`src/rtl/program_sequencer_if.sv`:
```
// rtl/program_sequencer_if.sv - control, config and status bundle of the program sequencer.
interface program_sequencer_if #(
  parameter int PC_BITS   = 9,
  parameter int TGT_BITS  = 8,
  parameter int NUM_PROGS = 4,
  parameter int CYC_BITS  = 16
);
  localparam int SEL_BITS = (NUM_PROGS > 1) ? $clog2(NUM_PROGS) : 1;

  logic                req;
  logic [SEL_BITS-1:0] prog_sel;
  logic                cfg_we;
  logic [SEL_BITS-1:0] cfg_idx;
  logic [PC_BITS-1:0]  cfg_start;
  logic [PC_BITS-1:0]  cfg_done;
  logic                next_ins;
  logic                jump_flag;
  logic                jump_rel;
  logic [TGT_BITS-1:0] target;
  logic                abort;
  logic [PC_BITS-1:0]  pc;
  logic                running;
  logic                ack;
  logic                aborted;
  logic [CYC_BITS-1:0] cycle_count;

  modport master (
    output req, prog_sel, cfg_we, cfg_idx, cfg_start, cfg_done,
           next_ins, jump_flag, jump_rel, target, abort,
    input  pc, running, ack, aborted, cycle_count
  );

  modport slave (
    input  req, prog_sel, cfg_we, cfg_idx, cfg_start, cfg_done,
           next_ins, jump_flag, jump_rel, target, abort,
    output pc, running, ack, aborted, cycle_count
  );
endinterface

```
`src/rtl/program_sequencer.sv`:
```
// rtl/program_sequencer.sv - multi-program pc sequencer with start/done table and req/ack runs.
module program_sequencer #(
  parameter int PC_BITS   = 9,
  parameter int TGT_BITS  = 8,
  parameter int NUM_PROGS = 4,
  parameter int CYC_BITS  = 16
) (
  input logic             clock,
  input logic             reset_n,
  program_sequencer_if.slave bus
);
  localparam int SEL_BITS = (NUM_PROGS > 1) ? $clog2(NUM_PROGS) : 1;

  localparam logic [1:0] ST_IDLE = 2'd0;
  localparam logic [1:0] ST_RUN  = 2'd1;
  localparam logic [1:0] ST_DONE = 2'd2;

  logic [1:0]          state_q, state_d;
  logic [PC_BITS-1:0]  pc_q, pc_d;
  logic [PC_BITS-1:0]  act_done_q, act_done_d;
  logic [CYC_BITS-1:0] cyc_q, cyc_d;
  logic                ack_q, ack_d;
  logic                aborted_q, aborted_d;
  logic                running_q, running_d;
  logic [PC_BITS-1:0]  start_q [NUM_PROGS];
  logic [PC_BITS-1:0]  start_d [NUM_PROGS];
  logic [PC_BITS-1:0]  done_q  [NUM_PROGS];
  logic [PC_BITS-1:0]  done_d  [NUM_PROGS];

  logic [SEL_BITS-1:0] sel;
  logic [PC_BITS-1:0]  jump_pc;

  always_comb begin
    sel = (32'(bus.prog_sel) < NUM_PROGS) ? bus.prog_sel : '0;
    jump_pc = bus.jump_rel
      ? pc_q + {{(PC_BITS-TGT_BITS){bus.target[TGT_BITS-1]}}, bus.target}
      : {{(PC_BITS-TGT_BITS){1'b0}}, bus.target};

    state_d    = state_q;
    pc_d       = pc_q;
    act_done_d = act_done_q;
    cyc_d      = cyc_q;
    ack_d      = ack_q;
    aborted_d  = aborted_q;
    start_d    = start_q;
    done_d     = done_q;

    case (state_q)
      ST_IDLE: begin
        if (bus.req) begin
          state_d    = ST_RUN;
          pc_d       = start_q[sel];
          act_done_d = done_q[sel];
          cyc_d      = '0;
          aborted_d  = 1'b0;
        end
      end
      ST_RUN: begin
        cyc_d = (&cyc_q) ? cyc_q : cyc_q + CYC_BITS'(1);
        if (bus.abort) begin
          state_d   = ST_DONE;
          ack_d     = 1'b1;
          aborted_d = 1'b1;
        end else if (pc_q == act_done_q) begin
          // the done address is the last one executed; never step past it
          state_d = ST_DONE;
          ack_d   = 1'b1;
        end else if (bus.next_ins) begin
          pc_d = bus.jump_flag ? jump_pc : pc_q + PC_BITS'(1);
        end
      end
      ST_DONE: begin
        if (!bus.req) begin
          state_d = ST_IDLE;
          ack_d   = 1'b0;
        end
      end
      default: state_d = ST_IDLE;
    endcase

    // table reads above use the pre-write contents, so a same-edge write is not seen by the run
    if (bus.cfg_we && (32'(bus.cfg_idx) < NUM_PROGS)) begin
      start_d[bus.cfg_idx] = bus.cfg_start;
      done_d[bus.cfg_idx]  = bus.cfg_done;
    end

    running_d = (state_d == ST_RUN);
  end

  always_ff @(posedge clock or negedge reset_n) begin
    if (!reset_n) begin
      state_q    <= ST_IDLE;
      pc_q       <= '0;
      act_done_q <= '0;
      cyc_q      <= '0;
      ack_q      <= 1'b0;
      aborted_q  <= 1'b0;
      running_q  <= 1'b0;
      for (int i = 0; i < NUM_PROGS; i++) begin
        start_q[i] <= '0;
        done_q[i]  <= '0;
      end
    end else begin
      state_q    <= state_d;
      pc_q       <= pc_d;
      act_done_q <= act_done_d;
      cyc_q      <= cyc_d;
      ack_q      <= ack_d;
      aborted_q  <= aborted_d;
      running_q  <= running_d;
      start_q    <= start_d;
      done_q     <= done_d;
    end
  end

  assign bus.pc          = pc_q;
  assign bus.running     = running_q;
  assign bus.ack         = ack_q;
  assign bus.aborted     = aborted_q;
  assign bus.cycle_count = cyc_q;
endmodule

```
`src/flat_wrapper.sv`:
```
// flat-port wrapper written by rule: the top's interface ports become plain ports
module program_sequencer_flat 
#(
  parameter int PC_BITS   = 9,
  parameter int TGT_BITS  = 8,
  parameter int NUM_PROGS = 4,
  parameter int CYC_BITS  = 16
)
  (clock, reset_n, bus_req, bus_prog_sel, bus_cfg_we, bus_cfg_idx, bus_cfg_start, bus_cfg_done, bus_next_ins, bus_jump_flag, bus_jump_rel, bus_target, bus_abort, bus_pc, bus_running, bus_ack, bus_aborted, bus_cycle_count);
  program_sequencer_if #(.PC_BITS(PC_BITS), .TGT_BITS(TGT_BITS), .NUM_PROGS(NUM_PROGS), .CYC_BITS(CYC_BITS)) bus_i ();
  input logic clock;
  input logic reset_n;
  input wire logic [$bits(bus_i.req)-1:0] bus_req;
  input wire logic [$bits(bus_i.prog_sel)-1:0] bus_prog_sel;
  input wire logic [$bits(bus_i.cfg_we)-1:0] bus_cfg_we;
  input wire logic [$bits(bus_i.cfg_idx)-1:0] bus_cfg_idx;
  input wire logic [$bits(bus_i.cfg_start)-1:0] bus_cfg_start;
  input wire logic [$bits(bus_i.cfg_done)-1:0] bus_cfg_done;
  input wire logic [$bits(bus_i.next_ins)-1:0] bus_next_ins;
  input wire logic [$bits(bus_i.jump_flag)-1:0] bus_jump_flag;
  input wire logic [$bits(bus_i.jump_rel)-1:0] bus_jump_rel;
  input wire logic [$bits(bus_i.target)-1:0] bus_target;
  input wire logic [$bits(bus_i.abort)-1:0] bus_abort;
  output wire logic [$bits(bus_i.pc)-1:0] bus_pc;
  output wire logic [$bits(bus_i.running)-1:0] bus_running;
  output wire logic [$bits(bus_i.ack)-1:0] bus_ack;
  output wire logic [$bits(bus_i.aborted)-1:0] bus_aborted;
  output wire logic [$bits(bus_i.cycle_count)-1:0] bus_cycle_count;
  assign bus_i.req = bus_req;
  assign bus_i.prog_sel = bus_prog_sel;
  assign bus_i.cfg_we = bus_cfg_we;
  assign bus_i.cfg_idx = bus_cfg_idx;
  assign bus_i.cfg_start = bus_cfg_start;
  assign bus_i.cfg_done = bus_cfg_done;
  assign bus_i.next_ins = bus_next_ins;
  assign bus_i.jump_flag = bus_jump_flag;
  assign bus_i.jump_rel = bus_jump_rel;
  assign bus_i.target = bus_target;
  assign bus_i.abort = bus_abort;
  assign bus_pc = bus_i.pc;
  assign bus_running = bus_i.running;
  assign bus_ack = bus_i.ack;
  assign bus_aborted = bus_i.aborted;
  assign bus_cycle_count = bus_i.cycle_count;
  program_sequencer #(.PC_BITS(PC_BITS), .TGT_BITS(TGT_BITS), .NUM_PROGS(NUM_PROGS), .CYC_BITS(CYC_BITS)) u_core (.clock(clock), .reset_n(reset_n), .bus(bus_i));
endmodule
```
`config.mk`:
```
export PLATFORM = sky130hd
export DESIGN_NAME = program_sequencer_flat
export DESIGN_NICKNAME = d
export VERILOG_FILES = /design/src/rtl/program_sequencer_if.sv /design/src/rtl/program_sequencer.sv /design/src/flat_wrapper.sv
export SDC_FILE = /design/constraint.sdc
export NUM_CORES = 1
export LEC_CHECK = 0
export CAP_MARGIN = 20
export CORE_MARGIN = 3
export CORE_UTILIZATION = 47
export DETAILED_ROUTE_END_ITERATION = 10
export PLACE_DENSITY = 0.75
export SLEW_MARGIN = 20
export SYNTH_ARGS = -nofsm -noshare
export SYNTH_HDL_FRONTEND = slang
export SYNTH_SLANG_ARGS = --single-unit
```
`constraint.sdc`:
```
create_clock -name clock -period 3 [get_ports clock]
set_input_delay 0.45 -clock clock [delete_from_list [all_inputs] [get_ports clock]]
set_output_delay 0.45 -clock clock [all_outputs]
set_load 0.01 [all_outputs]
```
Yosys cells after proc, flatten, opt, wreduce, memory -nomap -nowiden. Index checks and enable logic that the tools add are counted.

Bitwise logic cells: 2. Order comparisons: 3. Muxes and demuxes: 32. Reductions and logical operators: 10. $add $sub $neg: 3. Equality and inequality tests: 12.

Operator list (count): $mux 9 (11); $bwmux 36 (2); $bmux 9 s2 (2); $mux 16 (2); $pmux 16 s2 (1); $demux 9 s2 (1); $pmux 9 s2 (1); $add 16x1->16 const B (1); $reduce_and 16->1 (1); $ne 2x2->1 const B (7); $add 9x1->9 const B (1); $add 9x9->9 (1); $eq 9x9->1 (1); $reduce_and 3->1 (3); $mux 2 (4); $ge 3x3->1 const B (2); $not 2->3 (2); $pmux 2 s3 (1); $mux 1 (5); $reduce_and 5->1 (1); $eq 2x1->1 const B (2); $pmux 1 s2 (2); $reduce_bool 2->1 (2); $lt 3x1->1 const B (1); other kinds (5) (5).

Logic and storage cells: 77. Flip-flop bits (word level): 111. Input bits: 38.

Longest topological paths before layout. Gate-level depths: netlist of run 1.

Depth after elaboration: 7. Mapped depth: 7. Depth with buffers taken out: 7.

Worst setup path after synthesis of run 1. Ideal clock, no wire load.

Path type: flip-flop to flip-flop. Start point: register u_core.pc_q[0], in the netlist u_core.bus.pc[0]. End point: register u_core.pc_q[8], in the netlist u_core.bus.pc[8]. Path slack: 0.667 ns. Buffers on the path: 0. Setup time: 0.128 ns. Arrival time: 2.205 ns. Required time: 2.872 ns. Stages on the path, launching flop included: 8. Cell sequence: dfrtp_1 ha_1 fa_1 a211o_1 a2111oi_0 o211ai_1 a41oi_1 a31oi_1.

Longest elaborated chain between the ends: 7.

RTL lines: start: declaration (RTL line program_sequencer.sv:19) `logic [PC_BITS-1:0] pc_q, pc_d;`; start signal: assignment (RTL line program_sequencer.sv:105) `pc_q <= pc_d;`; $add 9x9->9 (RTL line program_sequencer.sv:36) `? pc_q + {{(PC_BITS-TGT_BITS){bus.target[TGT_BITS-1]}}, bus.target}`; $mux 9 (RTL line program_sequencer.sv:36); $mux 9 (RTL line program_sequencer.sv:69) `pc_d = bus.jump_flag ? jump_pc : pc_q + PC_BITS'(1);`; $mux 9 (RTL line program_sequencer.sv:68) `end else if (bus.next_ins) begin`; $mux 9 (RTL line program_sequencer.sv:64) `end else if (pc_q == act_done_q) begin`; $mux 9 (RTL line program_sequencer.sv:60) `if (bus.abort) begin`; $pmux 9 s2 (RTL line program_sequencer.sv:48) `case (state_q)`.

Several ways; a longest one is shown, not always the timed one. The select of a mux whose other input is x is not followed. A chain may end at the register's enable or synchronous reset.

Worst setup path after layout of run 1.
Start point: input port bus_target[0]. End point: register u_core.pc_q[8], in the netlist u_core.bus.pc[8].

Longest elaborated chain between the ends: 7.

RTL lines: start: declaration (RTL line flat_wrapper.sv:22) `input wire logic [$bits(bus_i.target)-1:0] bus_target;`; $add 9x9->9 (RTL line program_sequencer.sv:36); $mux 9 (RTL line program_sequencer.sv:36); $mux 9 (RTL line program_sequencer.sv:69); $mux 9 (RTL line program_sequencer.sv:68); $mux 9 (RTL line program_sequencer.sv:64); $mux 9 (RTL line program_sequencer.sv:60); $pmux 9 s2 (RTL line program_sequencer.sv:48).

Every way passes these cells. The select of a mux whose other input is x is not followed.

==> results.sh, run 1 <==
export IMPL_clockBufferDepth=2
export IMPL_cp_arrival_ns=2.78
export IMPL_rrSetupSlack_ns=0.57
export IMPL_utilization_pct=59.5
export IMPL_slew_viol_final=0
export IMPL_grt_max_degree=68
export IMPL_portBuffers=65
export IMPL_async_flop_share_pct=100
export IMPL_start_util_pct=49.4
export IMPL_ys_ff_latch=111
export IMPL_ys_seq_area_share_pct=48.0
export IMPL_synthesis_nets=539
export IMPL_diodes=0
export IMPL_io_pins=66
export IMPL_wirelength_mm=12.7
export IMPL_fill_cells=969
export IMPL_synth_cells=490
export IMPL_clk_pin_slew_ns=0.07
export IMPL_grt_overflow_total=0
export IMPL_vias=4080
export IMPL_synth_avg_cell_area_um2=11.8
export IMPL_cts_hold_buf=0
export IMPL_synth_mux_area_share_pct=23.2
export IMPL_num_rows=39
export IMPL_htreeDepth=3
export IMPL_place_congestion=0.884
export IMPL_fmax_ghz=0.390
export IMPL_nets=610
export IMPL_crit_required_ns=3.21
export IMPL_drt_iter0_drc=215
export IMPL_ys_warn_count=0
export IMPL_antenna_found_initial=0
export IMPL_cp_end_kind="register"
export IMPL_synth_common_cells="111 x dfrtp_1, 78 x mux2_2, 49 x nand2_1"
export IMPL_final_setup_viol_count=0
export IMPL_syn_cell_area_um2=5790
export IMPL_die_h_um=117
export IMPL_synth_cell_types=59
export IMPL_hold_path_class="input pin to asynchronous set/reset pin"
export IMPL_hpwl_mm=9.01
export IMPL_cts_root_buf="clkbuf_16"
export IMPL_clkSinkCount=111
export IMPL_finalCritPeriodShare_pct=85.5
export IMPL_die_x_um=117
export IMPL_dieArea_um2=13700
export IMPL_yosysMostFrequentCell="dfrtp_1"
export IMPL_grt_pass1_vias=4173
export IMPL_fin_crit_ns=2.57
export IMPL_p_leak_nw=2.94
export IMPL_synth_top_area_cell="dfrtp_1"
export IMPL_cp_max_fo=3
export IMPL_track_usage_pct=19.2
export IMPL_grt_pass1_wl_mm=20.4
export IMPL_synth_top_cell_area_share_pct=48.0
export IMPL_cts_resized=0
export IMPL_startpoint_type="input pin"
export IMPL_synth_xor_area_share_pct=3.33
export IMPL_slew_headroom_pct=43.2
export IMPL_synth_top_family_by_area="multiplexers"
export IMPL_max_cap_viol_count=0
export IMPL_synth_compound_area_share_pct=9.44
export IMPL_coreArea_um2=11700
export IMPL_avgViaCountPerCell=5.75
export IMPL_tns_ns=0
export IMPL_hold_viol_final=0
export IMPL_fin_worst_skew_ns=0.00675
export IMPL_remaining_drc_errors=0
export IMPL_synthFlopType="dfrtp_1"
export IMPL_synthSimpleGateAreaFrac_pct=10.7
export IMPL_grt_setup_unrepaired="no"
export IMPL_insertion_delay_ns=0.34
export IMPL_avgRoutedWirePerCell_um=17.9
export IMPL_synth_area_leaders="dfrtp_1 48%, mux2_2 15%, mux4_2 6.6%, nand2_1 3.2%, xor2_1 2.4%"
export IMPL_cts_tree="done"
export IMPL_tightest_slew_ns=0.852
export IMPL_crit_type="input pin to register"
export IMPL_synth_adder_area_share_pct=2.51
export IMPL_cts_buffers=9
export IMPL_area_delta_synth_final_pct=20.3
export IMPL_ir_drop_mv=0.329
export IMPL_drive_gt1_share_pct=24.6
export IMPL_outcome="finished, final reports clean"
export IMPL_post_cts_buffers=0
export IMPL_synth_edf_count=0
export IMPL_powerDensity_nw_per_um2=767
export IMPL_ant_nets=0
export IMPL_dr_pass1_iters=5
-- metrics by stage --
stage	area [um2]	total power, mW	hold slack, ns	setup slack, ns	instances
6_report	6960	5.34	0.210	0.434	709
5_1_grt	6960	5.66	0.285	0.271	709
4_1_cts	6960	5.37	0.248	0.469	709
3_5_place_dp	6650	4.11	0.488	0.116	693
3_3_place_gp	6650	4.02	0.482	0.164	693
2_1_floorplan	5790	3.45	0.154	0.667	490
-- routing by layer --
layer  share of wire (%)  global-route usage, %
met5                   0                      0
met4                 1.5                   5.81
met3                 4.1                   3.65
met2                  50                   31.7
met1                  45                   25.9
-- flip-flops by register name (all words and copies together) (netlist names) --
register / flops
u_core.bus.aborted: 1
u_core.bus.cycle_count: 16
u_core.state_q: 2
u_core.bus.ack: 1
u_core.bus.pc: 9
u_core.done_q: 36
u_core.act_done_q: 9
u_core.start_q: 36
u_core.bus.running: 1
-- cells in the final DEF, fill, tap and decap left out, drive strengths merged, types with 5 or more instances in the layout --
| cell | Yosys | final |
|---|---|---|
| a31oi | 7 | 7 |
| o21a | 5 | 5 |
| a21oi | 14 | 14 |
| inv | 12 | 13 |
| o21ai | 19 | 19 |
| nand3 | 12 | 12 |
| mux2 | 79 | 79 |
| mux4 | 18 | 18 |
| clkbuf | 15 | 12 |
| dfrtp | 111 | 111 |
| xor2 | 16 | 16 |
| nor2 | 27 | 27 |
| o31ai | 5 | 5 |
| buf | 8 | 19 |
| nand2 | 49 | 49 |
| xnor2 | 6 | 6 |
| clkdlybuf4s50 | 0 | 64 |
| nor3 | 8 | 8 |
| ha | 10 | 10 |
| nand4 | 7 | 7 |
-- logic make-up after synthesis --
logic type / after synthesis
DFF: 111
xor gates and xnor gates: 22
and+or+nand+nor: 130
adders and majority gates: 11
AOI/OAI and AO/OA: 80
muxes: 101
buffers and inverters: 35
-- path summary, 6_finish.rpt --
| path | startpoint | endpoint | cells after the start |
|---|---|---|---|
| min reg2reg | u_core.done_q[14] | u_core.done_q[14] | 1 |
| min in group clock | u_core.done_q[14] | u_core.done_q[14] | 1 |
| min | reset_n | u_core.start_q[20] | 1 |
| max in group asynchronous | reset_n | u_core.bus.cycle_count[11] | 2 |
| max | bus_target[0] | u_core.bus.pc[8] | 8 |
| max reg2reg | u_core.bus.pc[0] | u_core.bus.pc[8] | 7 |
-- cell type report --
cell class / instances / area, um2 / share of cell area [%]
multi-input combinational: 344 / 2850 / 40.9
sequential: 111 / 2780 / 39.9
tap: 143 / 179 / 2.57
clock buffer: 12 / 267 / 3.83
timing repair buffer: 83 / 796 / 11.4
clock inverter: 4 / 51.3 / 0.737
inverter: 12 / 45.0 / 0.647
-- where the power goes --
group | switching [mW] | internal, mW
clock network | 0.530 | 0.718
registers | 0.349 | 1.85
logic | 0.913 | 0.981
total | 1.79 | 3.55
-- worst max-delay path, cell delays in order --
cell             delay, ns
clkdlybuf4s50_1       0.43
ha_1                  0.23
fa_1                  0.43
a211o_1               0.33
a2111oi_0             0.38
o211ai_1              0.14
a41oi_1               0.27
a31oi_1               0.11
Note: power is estimated with default switching activity, not from simulation.
==> run 2, diff against run 1 <==
--- a/config.mk
+++ b/config.mk
@@ -5,11 +5,9 @@
 export SDC_FILE = /design/constraint.sdc
 export NUM_CORES = 1
 export LEC_CHECK = 0
-export CAP_MARGIN = 20
-export CORE_MARGIN = 3
 export CORE_UTILIZATION = 47
 export DETAILED_ROUTE_END_ITERATION = 10
-export PLACE_DENSITY = 0.75
+export PLACE_DENSITY = 0.76
 export SLEW_MARGIN = 20
 export SYNTH_ARGS = -nofsm -noshare
 export SYNTH_HDL_FRONTEND = slang
==> results.sh, run 2 (synthesis gave the netlist of run 1 again) <==
export IMPL_outcome="finished, final reports clean"
export IMPL_drive_gt1_share_pct=24.0
export IMPL_wl_met1_mm=5.94
export IMPL_cts_root_buf="clkbuf_16"
export IMPL_avgRoutedWirePerCell_um=18.0
export IMPL_grt_overflow_total=0
export IMPL_dieArea_um2=12800
export IMPL_htreeDepth=3
export IMPL_tns_ns=0
export IMPL_grt_max_degree=64
export IMPL_grt_pass1_wl_mm=21.1
export IMPL_diodes=0
export IMPL_insertion_delay_ns=0.34
export IMPL_drt_iter0_drc=284
export IMPL_cp_top_family="compound AO/OA/AOI/OAI gates"
export IMPL_vias=4146
export IMPL_avgViaCountPerCell=5.84
export IMPL_start_util_pct=48.2
export IMPL_final_cell_mix="111 x dfrtp_1, 78 x mux2_2, 64 x clkdlybuf4s50_1, 49 x nand2_1, 27 x nor2_1"
export IMPL_clkSinkCount=111
export IMPL_final_common_cell="dfrtp_1"
export IMPL_antenna_found_initial=0
export IMPL_place_congestion=0.894
export IMPL_area_delta_synth_final_pct=20.3
export IMPL_cts_hold_buf=0
export IMPL_hpwl_mm=8.75
export IMPL_crit_required_ns=3.21
export IMPL_route_met2_wl_mm=6.21
export IMPL_topRoutingLayerUsed="met4"
export IMPL_met3_length_um=451
export IMPL_num_rows=40
export IMPL_fmax_ghz=0.403
export IMPL_fin_worst_skew_ns=0.00757
export IMPL_utilization_pct=58.0
export IMPL_cp_max_fo=3
export IMPL_cts_tree="done"
export IMPL_crit_type="input pin to register"
export IMPL_portBuffers=65
export IMPL_ir_drop_mv=0.373
export IMPL_slowest_delay_ns=0.43
export IMPL_hold_path_class="input pin to asynchronous set/reset pin"
export IMPL_dr_pass1_iters=4
export IMPL_clockBufferDepth=2
export IMPL_fin_area_um2=6970
export IMPL_powerDensity_nw_per_um2=781
export IMPL_track_usage_pct=21.2
export IMPL_critPathSlowestCell="fa_1"
export IMPL_finalCritPeriodShare_pct=82.6
export IMPL_coreArea_um2=12000
export IMPL_wirelength_mm=12.8
export IMPL_hold_viol_final=0
export IMPL_cp_end_kind="register"
export IMPL_grt_pass1_vias=4212
export IMPL_cp_arrival_ns=2.68
export IMPL_placed_cell_area_um2=6630
export IMPL_slew_viol_final=0
export IMPL_slew_headroom_pct=46.5
export IMPL_cts_buffers=9
export IMPL_cts_resized=0
export IMPL_path_cells="clkdlybuf4s50_1 > ha_1 > fa_1 > a211o_1 > a2111oi_0 > o211ai_1 > a41oi_1 > a31oi_1"
export IMPL_remaining_drc_errors=0
export IMPL_nets=607
export IMPL_max_cap_viol_count=0
export IMPL_io_pins=66
export IMPL_fin_crit_ns=2.48
export IMPL_die_x_um=113
export IMPL_grt_setup_unrepaired="no"
export IMPL_final_setup_viol_count=0
export IMPL_critPathBufInv=1
export IMPL_startpoint_type="input pin"
export IMPL_clk_pin_slew_ns=0.07
export IMPL_post_cts_buffers=0
export IMPL_tightest_slew_ns=0.803
export IMPL_ant_nets=0
export IMPL_p_leak_nw=2.93
export IMPL_die_h_um=113
-- run 2: worst register-to-register path, stage by stage, from the launching register on --
cell	delay, ns
dfrtp_1	0.54
fa_1	0.53
a211o_1	0.33
a2111oi_0	0.36
o211ai_1	0.13
a41oi_1	0.22
a31oi_1	0.11
-- run 2: path summary, 6_finish.rpt --
kind	from	depth (start not counted)	end	slack, ns
max	bus_target[0]	8	u_core.bus.pc[8]	0.52
min	reset_n	1	u_core.bus.cycle_count[8]	0.19
max reg2reg	u_core.bus.pc[1]	6	u_core.bus.pc[8]	0.64
min reg2reg	u_core.done_q[24]	1	u_core.done_q[24]	0.50
max in group asynchronous	reset_n	2	u_core.done_q[11]	2.04
min in group clock	u_core.done_q[24]	1	u_core.done_q[24]	0.50
-- run 2: cell type report --
cell class / instances / area, um2
clock inverters: 6 / 109
repair buffers: 80 / 773
multi-input cells: 344 / 2850
clock buffers: 10 / 229
well taps: 147 / 184
inverters: 12 / 45.0
fillers: 999 / 5050
flip-flops and latches: 111 / 2780
-- run 2: metal layers --
metal / global-route usage, % / up-vias
li1: - / 1936
met4: 7.19 / 0
met2: 35.5 / 84
met5: 0 / -
met1: 29.1 / 2114
met3: 2.25 / 12
-- run 2: metrics by stage --
step	total power, mW	hold slack [ns]	cells	worst slack [ns]
finish	5.44	0.186	710	0.521
global route	5.77	0.265	710	0.403
CTS	5.47	0.221	710	0.517
detailed placement	4.11	0.488	694	0.162
global placement	4.03	0.482	694	0.178
floorplan	3.45	0.154	490	0.667
-- run 2: report_power, final --
group          leakage [nW]  internal, mW  switching, mW  total, mW
clock                 0.166         0.815          0.525       1.34
sequential             1.35          1.85          0.355       2.20
combinational          1.41         0.973          0.922       1.89
